`src/rtl/rom_arbiter.sv`:
```
// Two-port arbiter in front of a single-port synchronous ROM: grants one read per
// cycle, drives the ROM, and returns the next-cycle data to the winning port.
module rom_arbiter #(
  parameter int ADDR_W        = 13,
  parameter int DATA_W        = 24,
  parameter int PRIORITY_MODE = 0,
  parameter int STARVE_MAX    = 4
) (
  input  logic              clk,
  input  logic              reset,
  input  logic              req_a,
  input  logic [ADDR_W-1:0] addr_a,
  output logic              gnt_a,
  output logic              rvalid_a,
  output logic [DATA_W-1:0] rdata_a,
  input  logic              req_b,
  input  logic [ADDR_W-1:0] addr_b,
  output logic              gnt_b,
  output logic              rvalid_b,
  output logic [DATA_W-1:0] rdata_b,
  output logic [ADDR_W-1:0] rom_address,
  output logic              rom_cs_b,
  input  logic [DATA_W-1:0] rom_dout
);

  localparam logic [3:0] STARVE_LIM = 4'(STARVE_MAX);

  logic              w_b_wins;
  logic              w_gnt_a;
  logic              w_gnt_b;
  logic              r_prio_b;
  logic [3:0]        r_starve;
  logic              r_vld_a_p1;
  logic              r_vld_b_p1;
  logic [DATA_W-1:0] r_hold_a_p1;
  logic [DATA_W-1:0] r_hold_b_p1;

  // Stage p0: grant decision and ROM drive, all combinational.
  // r_prio_b is set when A won last, so B takes the next contention in round-robin.
  assign w_b_wins = (PRIORITY_MODE == 0) ? r_prio_b : (r_starve == STARVE_LIM);
  assign w_gnt_b  = req_b & (~req_a | w_b_wins);
  assign w_gnt_a  = req_a & ~w_gnt_b;

  assign gnt_a       = w_gnt_a;
  assign gnt_b       = w_gnt_b;
  assign rom_cs_b    = ~(w_gnt_a | w_gnt_b);
  assign rom_address = w_gnt_b ? addr_b : addr_a;

  always_ff @(posedge clk) begin
    if (reset) begin
      r_prio_b <= 1'b0;
    end else if (w_gnt_a) begin
      r_prio_b <= 1'b1;
    end else if (w_gnt_b) begin
      r_prio_b <= 1'b0;
    end
  end

  always_ff @(posedge clk) begin
    if (reset || (PRIORITY_MODE == 0) || w_gnt_b || !req_b) begin
      r_starve <= 4'd0;
    end else if (r_starve != STARVE_LIM) begin
      r_starve <= r_starve + 4'd1;
    end
  end

  // Stage p1: ROM data arrives; grants issued during reset are squashed here.
  always_ff @(posedge clk) begin
    if (reset) begin
      r_vld_a_p1 <= 1'b0;
      r_vld_b_p1 <= 1'b0;
    end else begin
      r_vld_a_p1 <= w_gnt_a;
      r_vld_b_p1 <= w_gnt_b;
    end
  end

  always_ff @(posedge clk) begin
    if (reset) begin
      r_hold_a_p1 <= '0;
      r_hold_b_p1 <= '0;
    end else begin
      if (r_vld_a_p1) r_hold_a_p1 <= rom_dout;
      if (r_vld_b_p1) r_hold_b_p1 <= rom_dout;
    end
  end

  assign rvalid_a = r_vld_a_p1;
  assign rvalid_b = r_vld_b_p1;
  assign rdata_a  = r_vld_a_p1 ? rom_dout : r_hold_a_p1;
  assign rdata_b  = r_vld_b_p1 ? rom_dout : r_hold_b_p1;

endmodule

```
`config.mk`:
```
export PLATFORM = sky130hd
export DESIGN_NAME = rom_arbiter
export DESIGN_NICKNAME = d
export VERILOG_FILES = /design/src/rtl/rom_arbiter.sv
export SDC_FILE = /design/constraint.sdc
export NUM_CORES = 1
export LEC_CHECK = 0
export CORE_MARGIN = 4
export CORE_UTILIZATION = 50
export DETAILED_ROUTE_END_ITERATION = 10
export DONT_BUFFER_PORTS = 1
export PLACE_DENSITY = 0.76
export SETUP_SLACK_MARGIN = 0.02
export SLEW_MARGIN = 20
export SYNTH_ARGS = -nofsm -noshare
export SYNTH_HDL_FRONTEND = slang
export SYNTH_SLANG_ARGS = --single-unit
```
`constraint.sdc`:
```
create_clock -name clk -period 3.1 [get_ports clk]
set_input_delay 0.31 -clock clk [delete_from_list [all_inputs] [get_ports clk]]
set_output_delay 0.31 -clock clk [all_outputs]
set_load 0.005 [all_outputs]
```
==> out/qor.log, run 1 <==
INFO  outcome        status=complete, no violations
INFO  grt            first_global_vias=1457
INFO  synth          yosysTopAreaCell=sky130_fd_sc_hd__dfxtp_1
INFO  placed_design  dpl_cell_area=2300µm²
INFO  sta            fin_crit=2.17ns
INFO  grt            grt_max_degree=52
INFO  worst_setup_path path_max_fanout=15
INFO  final_layout   synthToLayoutAreaGrowth=4.88%
INFO  synth          post_synth_main_area_contributors=sky130_fd_sc_hd__dfxtp_1, sky130_fd_sc_hd__mux2_4, sky130_fd_sc_hd__nor2b_1
INFO  drt            drc=0
INFO  worst_setup_path critPathCaptureType=primary output
INFO  drt            vias_per_inst=5.47
INFO  sta            worst_pin_slew=0.764ns
INFO  power_and_ir_drop p_leak=1.00nW
INFO  synth          dominant_combinational_cell_family_by_area_after_synthesis=multiplexers
INFO  drt            count_of_tritonroute_iterations_in_the_first_routing_pass=4
INFO  drt            routedWlPerCell=21.2µm
INFO  min_path       worst_min_path_class=in -> reg
INFO  synth          postSynthCellCount=181
INFO  placed_design  gpl.final_weighted_congestion=0.755
INFO  power_and_ir_drop power.density=553nW/µm²
INFO  clock_tree     clock_tree.root_cell=sky130_fd_sc_hd__clkbuf_8
INFO  final_layout   seqCellArea=1020µm²
INFO  synth          synth_warnings=0
INFO  sta            maxSlewViolCount=0
INFO  clock_tree     cts.clk_slew.worst_paths=0.09ns
INFO  synth          synth-simple-area-share=13.8%
INFO  synth          synth_area_in_xor_xnor=0%
INFO  synth          post_synth.cell_area_avg=12.8µm²
INFO  synth          postSynth.asyncResetShare=0%
INFO  clock_tree     cts_buffer_depth=2
INFO  synth          synth_nets=235
INFO  final_layout   final_core_utilization=54.9%
INFO  final_layout   fill_cells=379
INFO  sta            finalSetupViolations=0
INFO  final_layout   postLayoutCellArea=2420µm²
INFO  synth          synthesis.area=2310µm²
INFO  synth          synth_sequential_area_ratio=44.2%
INFO  worst_setup_path worst_ep_arrival_time=1.86ns
INFO  grt            grt_antenna_before_repair=0
INFO  synth          synth_most_common_cell=sky130_fd_sc_hd__dfxtp_1
INFO  worst_setup_path worst_setup_path_start_kind=flip-flop
INFO  min_path       hold-path-cell-count=1
INFO  clock_tree     holdBufCountCts=0
INFO  sta            finalHoldViolations=0
INFO  sta            max_freq=461MHz
INFO  final_layout   layout-drive-gt1-share=40.2%
INFO  clock_tree     cts_tree=built
INFO  synth          synth_commonest_cells=sky130_fd_sc_hd__dfxtp_1, sky130_fd_sc_hd__nor2b_1, sky130_fd_sc_hd__mux2_4
INFO  clock_tree     postCtsSetupRepairBufs=0
INFO  floorplanning  floorplan.die.height=76.0µm
INFO  clock_tree     clock_sink_count=51
INFO  job            number_of_max_cap_violations=0
INFO  sta            timing.setup.tns=0ns
INFO  floorplanning  fp-row-count=24
INFO  sta            rsz0062_at_grt=false
INFO  clock_tree     post_cts.resized_instances=0
INFO  synth          post_synthesis_compound_gate_area_fraction=1.25%
INFO  worst_setup_path timing_worst_setup_path_type=reg -> out
INFO  grt            grt_pass1_wl=7.89mm
INFO  drt            antenna_violating_nets_post_route=0
INFO  sta            clock-skew-final=0.00277ns
INFO  grt            grt_util_all_layers=16.9%
INFO  synth          flops_latches_synth=51
INFO  placed_design  dpl.hpwl=3.81mm
INFO  synth          synth_enable_flop_cells=0
INFO  drt            detail_route.iter0.violations=51
INFO  worst_setup_path reg2regPathDepth=3
INFO  clock_tree     cts_max_level=2
INFO  drt            routed-via-count=1263
INFO  worst_setup_path critPathRequiredTime=2.79ns
INFO  synth          multiplexer_share_of_the_synthesized_area=36.2%
INFO  final_layout   multiInputGateArea=1180µm²
INFO  synth          synth_adder_area_share=0%
INFO  floorplanning  coreArea=4410µm²
INFO  floorplanning  die_w=76.0µm
INFO  synth          netlist.area_leader.share=44.2%
INFO  synth          post_synth_num_cell_types=11
INFO  placed_design  port-buffer-count=0
INFO  final_layout   antenna-diode-count=0
INFO  synth          ys_dominant_reg_cell=sky130_fd_sc_hd__dfxtp_1
INFO  clock_tree     clock_insertion_delay_worst_skew=0.29ns
INFO  sta            crit_share_post_route=69.9%
INFO  floorplanning  io-pin-count=120
INFO  grt            grt-ovfl-total=0
INFO  power_and_ir_drop peakVddDrop=0.256mV
INFO  sta            maxSlewHeadroom=49.0%
INFO  final_layout   final_net_count=232
INFO  floorplanning  floorplan.initialDensity=52.3%
INFO  drt            total_wirelength=4.90mm
INFO  clock_tree     numCtsBuffers=5
INFO  floorplanning  floorplan.die_area=5770µm²
==> registers in the layout, indices dropped and copies added, names as in the netlist <==
register / count
r_hold_a_p1: 24
rvalid_b: 1
r_hold_b_p1: 24
rvalid_a: 1
r_prio_b: 1
==> power by group <==
part / switching (mW) / leakage, nW / internal (mW)
combinational: 0.0684 / 0.522 / 0.105
clock: 0.200 / 0.0612 / 0.261
sequential: 0.0182 / 0.417 / 0.686
==> area by class of cell <==
cell class / instances / area share [%]
Clock buffer: 6 / 3.41
Clock inverter: 2 / 1.45
Inverter: 2 / 0.310
Multi-Input combinational cell: 116 / 48.9
Sequential cell: 51 / 42.1
Tap cell: 52 / 2.69
Timing Repair Buffer: 2 / 1.14
==> cells in the final DEF (no fill, tap or decap) <==
| cell type | instances |
|---|---|
| sky130_fd_sc_hd__mux2_2 | 21 |
| sky130_fd_sc_hd__clkbuf_8 | 6 |
| sky130_fd_sc_hd__clkinv_2 | 1 |
| sky130_fd_sc_hd__nor2_1 | 3 |
| sky130_fd_sc_hd__buf_12 | 1 |
| sky130_fd_sc_hd__buf_4 | 1 |
| sky130_fd_sc_hd__o21ai_4 | 1 |
| sky130_fd_sc_hd__inv_1 | 2 |
| sky130_fd_sc_hd__mux2_4 | 40 |
| sky130_fd_sc_hd__dfxtp_1 | 51 |
| sky130_fd_sc_hd__bufinv_16 | 1 |
| sky130_fd_sc_hd__a21oi_1 | 1 |
| sky130_fd_sc_hd__nor2b_1 | 49 |
| sky130_fd_sc_hd__a211oi_1 | 1 |
==> worst paths after layout <==
check                                            from                         end  slack, ns
worst max-delay path              rvalid_a$_SDFF_PP0_                 rdata_a[19]       0.93
worst min-delay path                            reset  r_hold_a_p1[12]$_SDFF_PP0_       0.08
worst max register to register    rvalid_a$_SDFF_PP0_  r_hold_a_p1[19]$_SDFF_PP0_       1.30
worst min register to register  r_prio_b$_SDFFE_PP0N_       r_prio_b$_SDFFE_PP0N_       0.58
==> critical path, stage by stage (launching register included) <==
cell                      delay (ns)
sky130_fd_sc_hd__dfxtp_1        0.76
sky130_fd_sc_hd__buf_4          0.40
sky130_fd_sc_hd__mux2_2         0.40
==> metrics by stage <==
stage | setup WS, ns | std cells | hold WS [ns] | power, mW
floorplan | 1.73 | 181 | 0.382 | 0.879
global placement | 1.32 | 223 | 0.388 | 0.888
detailed placement | 1.24 | 223 | 0.389 | 0.895
CTS | 0.919 | 231 | 0.0674 | 1.36
global route | 0.833 | 231 | 0.0516 | 1.40
finish | 0.932 | 231 | 0.0837 | 1.34
==> kinds of logic (layout without fill, tap and decap cells) <==
group	Yosys count	in the layout
muxes	61	61
AOI/OAI and AO/OA	3	3
buffers and inverters	14	12
and+or+nand+nor	52	52
DFF	51	51
==> layer usage <==
| metal | global-route usage, % | share of wire [%] | vias up |
|---|---|---|---|
| met5 | 0 | 0 | - |
| met4 | 6.76 | 1.3 | 0 |
| met3 | 6.16 | 9.6 | 6 |
| met2 | 28.6 | 51 | 86 |
| met1 | 18.9 | 38 | 583 |
| li1 | - | - | 588 |
Note: power is estimated with default switching activity, not from simulation.
==> run 2: changes to the inputs <==
--- a/config.mk
+++ b/config.mk
@@ -5,6 +5,7 @@
 export SDC_FILE = /design/constraint.sdc
 export NUM_CORES = 1
 export LEC_CHECK = 0
+export ABC_AREA = 1
 export CORE_MARGIN = 4
 export CORE_UTILIZATION = 50
 export DETAILED_ROUTE_END_ITERATION = 10
==> constraint.sdc (replaced) <==
create_clock -name clk -period 2.05 [get_ports clk]
set_input_delay 0.205 -clock clk [delete_from_list [all_inputs] [get_ports clk]]
set_output_delay 0.205 -clock clk [all_outputs]
set_load 0.005 [all_outputs]
==> run 2 against run 1 <==
Cell area decreased by 8.2%; critical path depth grew 1; sequential power grew 49%; global-route usage is 1.3 points higher; core utilization down 1.2 points; first-iteration DRC count up 71%; count of clock-buffer cells in the layout grew 1; via count grew 51%; flip-flop and latch count stayed put; cell count increased by 55%; critical endpoint is now rdata_a[10].
==> out/qor.log, run 2 <==
INFO  final_layout   fill_cells=433 [+14%]
INFO  synth          flops_latches_synth=51 [unchanged]
INFO  drt            vias_per_inst=5.31 [-2.8%]
INFO  sta            maxSlewHeadroom=67.5% [+19 points]
INFO  floorplanning  io-pin-count=120 [unchanged]
INFO  synth          synthesis.area=2210µm² [-4.5%]
INFO  placed_design  gpl.final_weighted_congestion=0.796 [+5.4%]
INFO  drt            total_wirelength=5.13mm [+4.7%]
INFO  outcome        status=complete, no violations
INFO  power_and_ir_drop design_power=1.80mW [+34%]
INFO  grt            grt_max_degree=50 [-3.8%]
INFO  drt            routedWlPerCell=14.3µm [-32%]
INFO  worst_setup_path timing_worst_setup_path_type=reg -> out
INFO  final_layout   largest_registers=r_hold_a_p1 (24), r_hold_b_p1 (24)
INFO  sta            maxSlewViolCount=0 [unchanged]
INFO  synth          post_synth_main_area_contributors=sky130_fd_sc_hd__dfxtp_1, sky130_fd_sc_hd__nand2_1, sky130_fd_sc_hd__a21oi_1
INFO  power_and_ir_drop peakVddDrop=0.359mV [+40%]
INFO  final_layout   most-common-layout-cells=sky130_fd_sc_hd__nand2_1, sky130_fd_sc_hd__dfxtp_1, sky130_fd_sc_hd__a21oi_1
INFO  clock_tree     clock_sink_count=51 [unchanged]
INFO  sta            max_freq=619MHz
INFO  clock_tree     post_cts.resized_instances=0 [unchanged]
INFO  clock_tree     clock_insertion_delay_worst_skew=0.29ns [about the same]
INFO  floorplanning  die_w=74.4µm [-2.0%]
INFO  drt            drc=0 [unchanged]
INFO  worst_setup_path critPathRequiredTime=1.85ns [-0.94 ns]
INFO  sta            fin_crit=1.62ns
INFO  grt            grt_antenna_before_repair=0 [unchanged]
INFO  clock_tree     numCtsBuffers=5 [unchanged]
INFO  sta            crit_share_post_route=78.9%
INFO  placed_design  port-buffer-count=0 [unchanged]
INFO  final_layout   final_core_utilization=53.7% [-1.2 points]
INFO  final_layout   layout-drive-gt1-share=4.55% [-36 points]
INFO  clock_tree     postCtsSetupRepairBufs=0 [unchanged]
INFO  job            number_of_max_cap_violations=0 [unchanged]
INFO  final_layout   final_net_count=361 [+56%]
INFO  synth          postSynth.asyncResetShare=0% [unchanged]
INFO  grt            grt_pass1_wl=7.75mm [-1.8%]
INFO  worst_setup_path path_max_fanout=16 [+1]
INFO  synth          yosysTopAreaCell=sky130_fd_sc_hd__dfxtp_1
INFO  power_and_ir_drop clockPowerShare=29.4% [-5.1 points]
INFO  floorplanning  floorplan.die.height=74.4µm [-2.0%]
INFO  synth          synth_commonest_cells=sky130_fd_sc_hd__nand2_1, sky130_fd_sc_hd__dfxtp_1, sky130_fd_sc_hd__a21oi_1
INFO  drt            detail_route.iter0.violations=87 [+71%]
INFO  synth          synth_enable_flop_cells=0 [unchanged]
INFO  synth          synth_sequential_area_ratio=46.3% [+2.1 points]
INFO  sta            worst_pin_slew=0.487ns [-0.277 ns]
INFO  clock_tree     cts_buffer_depth=2 [unchanged]
INFO  sta            finalHoldViolations=0 [unchanged]
INFO  floorplanning  floorplan.die_area=5540µm² [-4.0%]
INFO  sta            rsz0062_at_grt=false
INFO  power_and_ir_drop internal_power=1.34mW [+27%]
INFO  clock_tree     cts_max_level=2 [unchanged]
INFO  drt            antenna_violating_nets_post_route=0 [unchanged]
INFO  clock_tree     cts.clk_slew.worst_paths=0.08ns [about the same]
INFO  floorplanning  floorplan.initialDensity=53.2% [+0.91 points]
INFO  sta            timing.setup.tns=0ns [unchanged]
INFO  synth          synth_warnings=0 [unchanged]
INFO  power_and_ir_drop power_switching=0.460mW [+60%]
INFO  placed_design  dpl.hpwl=3.76mm [-1.3%]
INFO  worst_setup_path worst_ep_arrival_time=1.41ns [-0.45 ns]
INFO  drt            routed-via-count=1902 [+51%]
INFO  worst_setup_path worst_path_largest_cell_delay=0.63ns [-0.13 ns]
INFO  clock_tree     cts_tree=built
INFO  grt            grt-ovfl-total=0 [unchanged]
INFO  synth          post_synth_num_cell_types=15 [+4]
INFO  synth          synth_nets=369 [+57%]
INFO  grt            grt_util_all_layers=18.1% [+1.3 points]
INFO  synth          post_synth.cell_area_avg=7.00µm² [-45%]
INFO  worst_setup_path critPathCaptureType=primary output
INFO  min_path       worst_min_path_class=in -> reg
INFO  sta            finalSetupViolations=0 [unchanged]
INFO  power_and_ir_drop power.share.combinational=12.2% [-0.8 points]
INFO  final_layout   antenna-diode-count=0 [unchanged]
INFO  synth          postSynthCellCount=315 [+74%]
INFO  worst_setup_path cp_delay_by_family_top=flip-flops
INFO  worst_setup_path worst_setup_path_start_kind=flip-flop
INFO  final_layout   final_common_cell=sky130_fd_sc_hd__nand2_1
INFO  synth          synth_most_common_cell=sky130_fd_sc_hd__nand2_1
INFO  worst_setup_path cp.buffers_inverters=1 [unchanged]
INFO  worst_setup_path crit_path_cell_trace=buf_4 > nand2_1 > nand2_1
INFO  sta            clock-skew-final=0.00414ns [+0.00137 ns]
INFO  final_layout   synthToLayoutAreaGrowth=0.794%
INFO  floorplanning  fp-row-count=23 [-4.2%]
INFO  worst_setup_path timing.critical_path.mode_cell=sky130_fd_sc_hd__nand2_1
INFO  power_and_ir_drop p_leak=1.12nW [+12%]
INFO  power_and_ir_drop sequentialPowerShare=58.3% [+5.7 points]
INFO  power_and_ir_drop netSwitchingFraction=25.6% [+4.1 points]
INFO  grt            first_global_vias=1649 [+13%]
INFO  floorplanning  coreArea=4140µm² [-6.1%]
INFO  worst_setup_path slowest_stage=sky130_fd_sc_hd__dfxtp_1
INFO  power_and_ir_drop power.density=810nW/µm² [+47%]
INFO  drt            count_of_tritonroute_iterations_in_the_first_routing_pass=4 [unchanged]
INFO  clock_tree     clock_tree.root_cell=sky130_fd_sc_hd__clkbuf_8
INFO  synth          ys_dominant_reg_cell=sky130_fd_sc_hd__dfxtp_1
INFO  synth          netlist.area_leader.share=46.3% [+2.1 points]
==> run 2: changes by cell type after synthesis, sizes merged, moves of 4 or more <==
| cell | change |
|---|---|
| a21oi | +47 |
| buf | +10 |
| inv | +4 |
| mux2 | -61 |
| nand2 | +173 |
| nand3 | +13 |
| nor2b | -49 |
==> run 2: worst register-to-register path, stage by stage (launching register included) <==
cell                      delay [ns]
sky130_fd_sc_hd__dfxtp_1        0.63
sky130_fd_sc_hd__buf_4          0.31
sky130_fd_sc_hd__nand2_1        0.10
sky130_fd_sc_hd__a21oi_1        0.16
==> run 2: power groups by stage <==
stage               Clock [mW]  Combinational, mW  Sequential [mW]
global route             0.604              0.255             1.06
global placement             0              0.204             1.07
CTS                      0.555              0.227             1.05
finish                   0.530              0.220             1.05
detailed placement           0              0.208             1.07
floorplan                    0              0.208             1.07
==> run 2: layout make-up <==
| cell class | count | area (µm²) | share of cell area (%) |
|---|---|---|---|
| sequential | 51 | 1020 | 45.9 |
| multi-input combinational | 239 | 988 | 44.5 |
| clock buffer | 7 | 76.3 | 3.43 |
| tap | 50 | 62.6 | 2.81 |
| timing repair buffer | 4 | 42.5 | 1.91 |
| inverter | 6 | 27.5 | 1.24 |
| clock inverter | 1 | 5.00 | 0.225 |
==> run 2: stage by stage <==
stage | area (µm²) | setup slack (ns) | hold WS, ns | std cells
finish | 2220 | 0.433 | 0.0695 | 358
global placement | 2120 | 0.812 | 0.278 | 349
CTS | 2220 | 0.406 | 0.0615 | 358
global route | 2220 | 0.323 | 0.0522 | 358
floorplan | 2210 | 1.09 | 0.368 | 315
detailed placement | 2120 | 0.747 | 0.280 | 349
==> run 2: cells by family after synthesis <==
group | synth area share, %
AOI/OAI and AO/OA | 11.5
and+or+nand+nor | 33.4
buffers and inverters | 8.90
DFF | 46.3
==> run 2: routing by layer <==
| metal | global-route usage, % | wire [µm] | up-vias |
|---|---|---|---|
| met1 | 20.2 | 1960 | 824 |
| li1 | - | - | 976 |
| met4 | 6.32 | 84 | 0 |
| met3 | 6.62 | 565 | 7 |
| met5 | 0 | 0 | - |
| met2 | 31.8 | 2520 | 95 |
==> run 2: worst paths after layout <==
kind	from	endpoint	slack, ns	cells after the start
worst max-delay path	rvalid_a$_SDFF_PP0_	rdata_a[10]	0.43	3
worst min-delay path	rom_dout[1]	r_hold_b_p1[1]$_SDFF_PP0_	0.07	2
worst max register to register	rvalid_a$_SDFF_PP0_	r_hold_a_p1[20]$_SDFF_PP0_	0.79	3
worst min register to register	r_hold_a_p1[17]$_SDFF_PP0_	r_hold_a_p1[17]$_SDFF_PP0_	0.47	2
==> run 2: repair_timing <==
action	in CTS	in global routing
setup endpoints to repair	0	0
hold buffers	1	0
hold endpoints to repair	49	0
==> run 3: changes to the inputs <==
--- a/config.mk
+++ b/config.mk
@@ -5,7 +5,7 @@
 export SDC_FILE = /design/constraint.sdc
 export NUM_CORES = 1
 export LEC_CHECK = 0
-export ABC_AREA = 1
+export ABC_AREA = 0
 export CORE_MARGIN = 4
 export CORE_UTILIZATION = 50
 export DETAILED_ROUTE_END_ITERATION = 10
==> constraint.sdc (replaced) <==
create_clock -name clk -period 1.7 [get_ports clk]
set_input_delay 0.17 -clock clk [delete_from_list [all_inputs] [get_ports clk]]
set_output_delay 0.17 -clock clk [all_outputs]
set_load 0.005 [all_outputs]
==> run 3 against run 2 <==
Die area up 4.2%; flip-flop and latch count stayed put; critical endpoint is now rom_address[10]; largest cell class is now multi-input combinational cells; worst setup slack lost 0.24 ns; first-iteration DRC count fell by 63%; largest power group unchanged.
==> out/qor.log, run 3 (synthesis results as in run 1) <==
INFO  outcome        status=complete, no violations
INFO  clock_tree     clock_insertion_delay_worst_skew=0.30ns [about the same]
INFO  clock_tree     cts.clk_slew.worst_paths=0.08ns [about the same]
INFO  worst_setup_path worst_ep_arrival_time=1.34ns [-0.07 ns]
INFO  final_layout   most-common-layout-cells=sky130_fd_sc_hd__dfxtp_1, sky130_fd_sc_hd__nor2b_1, sky130_fd_sc_hd__mux2_4
INFO  clock_tree     cts_buffer_depth=2 [unchanged]
INFO  power_and_ir_drop p_leak=1.02nW [-8.6%]
INFO  final_layout   synthToLayoutAreaGrowth=7.20%
INFO  final_layout   multiInputGateArea=1180µm² [+20%]
INFO  worst_setup_path worst_setup_path_start_kind=flip-flop
INFO  clock_tree     clock_sink_count=51 [unchanged]
INFO  worst_setup_path path_max_fanout=14 [-2]
INFO  placed_design  dpl.hpwl=3.76mm [about the same]
INFO  job            number_of_max_cap_violations=0 [unchanged]
INFO  worst_setup_path worst-r2r-setup-slack=0.43ns [-0.36 ns]
INFO  grt            grt-ovfl-total=0 [unchanged]
INFO  power_and_ir_drop sequentialPowerShare=52.1% [-6.2 points]
INFO  worst_setup_path worstSetupEndpoint=rom_address[10]
INFO  clock_tree     numCtsBuffers=5 [unchanged]
INFO  worst_setup_path crit_path_cell_trace=o21ai_4 > buf_12 > mux2_2
INFO  sta            fin_crit=1.51ns
INFO  floorplanning  fp-row-count=24 [+4.3%]
INFO  clock_tree     cts_max_level=2 [unchanged]
INFO  power_and_ir_drop internal_power=1.89mW [+41%]
INFO  power_and_ir_drop power_switching=0.553mW [+20%]
INFO  power_and_ir_drop power.share.combinational=14.9% [+2.7 points]
INFO  min_path       worst_min_path_class=in -> reg
INFO  sta            rsz0062_at_grt=false
INFO  worst_setup_path slowest_stage=sky130_fd_sc_hd__dfxtp_1
INFO  power_and_ir_drop power.density=986nW/µm² [+22%]
INFO  sta            finalHoldViolations=0 [unchanged]
INFO  grt            grt_max_degree=52 [+4.0%]
INFO  drt            detail_route.iter0.violations=32 [-63%]
INFO  clock_tree     post_cts.resized_instances=0 [unchanged]
INFO  drt            vias_per_inst=5.56 [+4.7%]
INFO  worst_setup_path critPathRequiredTime=1.53ns [-0.32 ns]
INFO  floorplanning  floorplan.die_area=5770µm² [+4.2%]
INFO  floorplanning  die_w=76.0µm [+2.1%]
INFO  grt            grt_util_all_layers=17.4% [-0.69 points]
INFO  final_layout   antenna-diode-count=0 [unchanged]
INFO  floorplanning  floorplan.die.height=76.0µm [+2.1%]
INFO  sta            clock-skew-final=0.00833ns [+0.00419 ns]
INFO  final_layout   seqCellArea=1020µm² [unchanged]
INFO  sta            timing.setup.tns=0ns [unchanged]
INFO  sta            finalSetupViolations=0 [unchanged]
INFO  floorplanning  floorplan.initialDensity=52.3% [-0.91 points]
INFO  sta            crit_share_post_route=88.8%
INFO  sta            worst_pin_slew=0.226ns [-0.261 ns]
INFO  sta            max_freq=663MHz
INFO  clock_tree     cts_tree=built
INFO  final_layout   final_common_cell=sky130_fd_sc_hd__dfxtp_1
INFO  drt            total_wirelength=5.04mm [-1.7%]
INFO  placed_design  gpl.final_weighted_congestion=0.755 [-5.1%]
INFO  floorplanning  io-pin-count=120 [unchanged]
INFO  drt            drc=0 [unchanged]
INFO  clock_tree     clock_tree.root_cell=sky130_fd_sc_hd__clkbuf_8
INFO  worst_setup_path crit_path_start=r_prio_b$_SDFFE_PP0N_
INFO  drt            antenna_violating_nets_post_route=0 [unchanged]
INFO  floorplanning  coreArea=4410µm² [+6.5%]
INFO  drt            count_of_tritonroute_iterations_in_the_first_routing_pass=6 [+2]
INFO  final_layout   largest_registers=r_hold_a_p1 (24), r_hold_b_p1 (24)
INFO  grt            grt_pass1_wl=8.17mm [+5.4%]
INFO  worst_setup_path rr_endpoint=r_hold_b_p1[2]$_SDFF_PP0_
INFO  final_layout   layout-drive-gt1-share=41.0% [+36 points]
INFO  worst_setup_path timing_worst_setup_path_type=reg -> out
INFO  power_and_ir_drop peakVddDrop=0.433mV [+21%]
INFO  grt            first_global_vias=1504 [-8.8%]
INFO  worst_setup_path worst_path_largest_cell_delay=0.36ns [-0.27 ns]
INFO  worst_setup_path critPathCaptureType=primary output
INFO  worst_setup_path reg2regPathDepth=3 [unchanged]
INFO  drt            routed-via-count=1307 [-31%]
INFO  sta            maxSlewViolCount=0 [unchanged]
INFO  power_and_ir_drop clockPowerShare=33.1% [+3.7 points]
INFO  final_layout   fill_cells=355 [-18%]
INFO  power_and_ir_drop netSwitchingFraction=22.7% [-2.9 points]
INFO  sta            timing.hold.ws=0.0412ns [-0.0283 ns]
INFO  drt            routedWlPerCell=21.5µm [+50%]
INFO  placed_design  port-buffer-count=0 [unchanged]
INFO  final_layout   final_net_count=237 [-34%]
INFO  sta            maxSlewHeadroom=84.9% [+17 points]
INFO  worst_setup_path reg_to_reg_critical_path_startpoint=rvalid_b$_SDFF_PP0_
INFO  grt            grt_antenna_before_repair=0 [unchanged]
-- run 3: changes by cell type in the layout (fill, tap and decap cells not counted), sizes merged, moves of 4 or more --
cell,previous run,this run
nand2,173,0
mux2,0,61
nor2b,0,49
a21oi,48,1
nand3,13,0
inv,6,2
-- run 3: stage by stage --
step / power, mW / setup WS [ns] / cells / area (µm²) / util [%]
after global routing: 2.54 / 0.126 / 235 / 2480 / 56.1
after detailed placement: 1.63 / 0.370 / 225 / 2320 / 52.6
after global placement: 1.62 / 0.402 / 225 / 2320 / 52.6
after CTS: 2.47 / 0.0366 / 234 / 2460 / 55.6
after floorplan: 1.60 / 0.474 / 181 / 2310 / -
final: 2.44 / 0.191 / 235 / 2480 / 56.1
-- run 3: worst max-delay path: cells and delay by family (launching register included) --
kind                   cells  cell delay [ns]
flip-flops                 1             0.36
AO/OA/AOI/OAI              1             0.17
buffers and inverters      1             0.16
multiplexers               1             0.35
-- run 3: power by group through the flow --
stage	clock network, mW	registers (mW)	logic [mW]
floorplan	0	1.29	0.311
global placement	0	1.29	0.325
detailed placement	0	1.30	0.334
CTS	0.835	1.27	0.361
global route	0.875	1.28	0.391
finish	0.807	1.27	0.363
-- run 3: worst min-delay path by stage --
stage	depth (start not counted)	start	endpoint	slack, ns
after floorplan	1	reset	r_hold_a_p1[12]$_SDFF_PP0_	0.24
after detailed placement	1	reset	r_hold_b_p1[7]$_SDFF_PP0_	0.25
after CTS	2	req_a	r_prio_b$_SDFFE_PP0N_	0.03
final	2	req_a	r_prio_b$_SDFFE_PP0N_	0.04
after global placement	1	reset	r_hold_a_p1[16]$_SDFF_PP0_	0.25
after global routing	2	req_a	r_prio_b$_SDFFE_PP0N_	0.05
-- run 3: layer usage --
| metal | vias to the layer above | global-route usage (%) | routed length, µm |
|---|---|---|---|
| li1 | 599 | - | - |
| met1 | 612 | 18.5 | 1940 |
| met2 | 83 | 29.7 | 2480 |
| met3 | 13 | 7.35 | 482 |
| met4 | 0 | 8.01 | 142 |
| met5 | - | 0 | 0 |
-- run 3: layout make-up --
cell class,count,area share (%)
Clock buffer,5,2.78
Inverter,2,0.303
Timing Repair Buffer,7,3.74
Tap cell,52,2.63
Sequential cell,51,41.2
Multi-Input combinational cell,116,47.8
Clock inverter,2,1.52
-- run 3: timing repair --
item	CTS	global route
hold endpoints to repair	51	0
setup endpoints to repair	0	13
buffers inserted	0	1
hold buffers	2	0
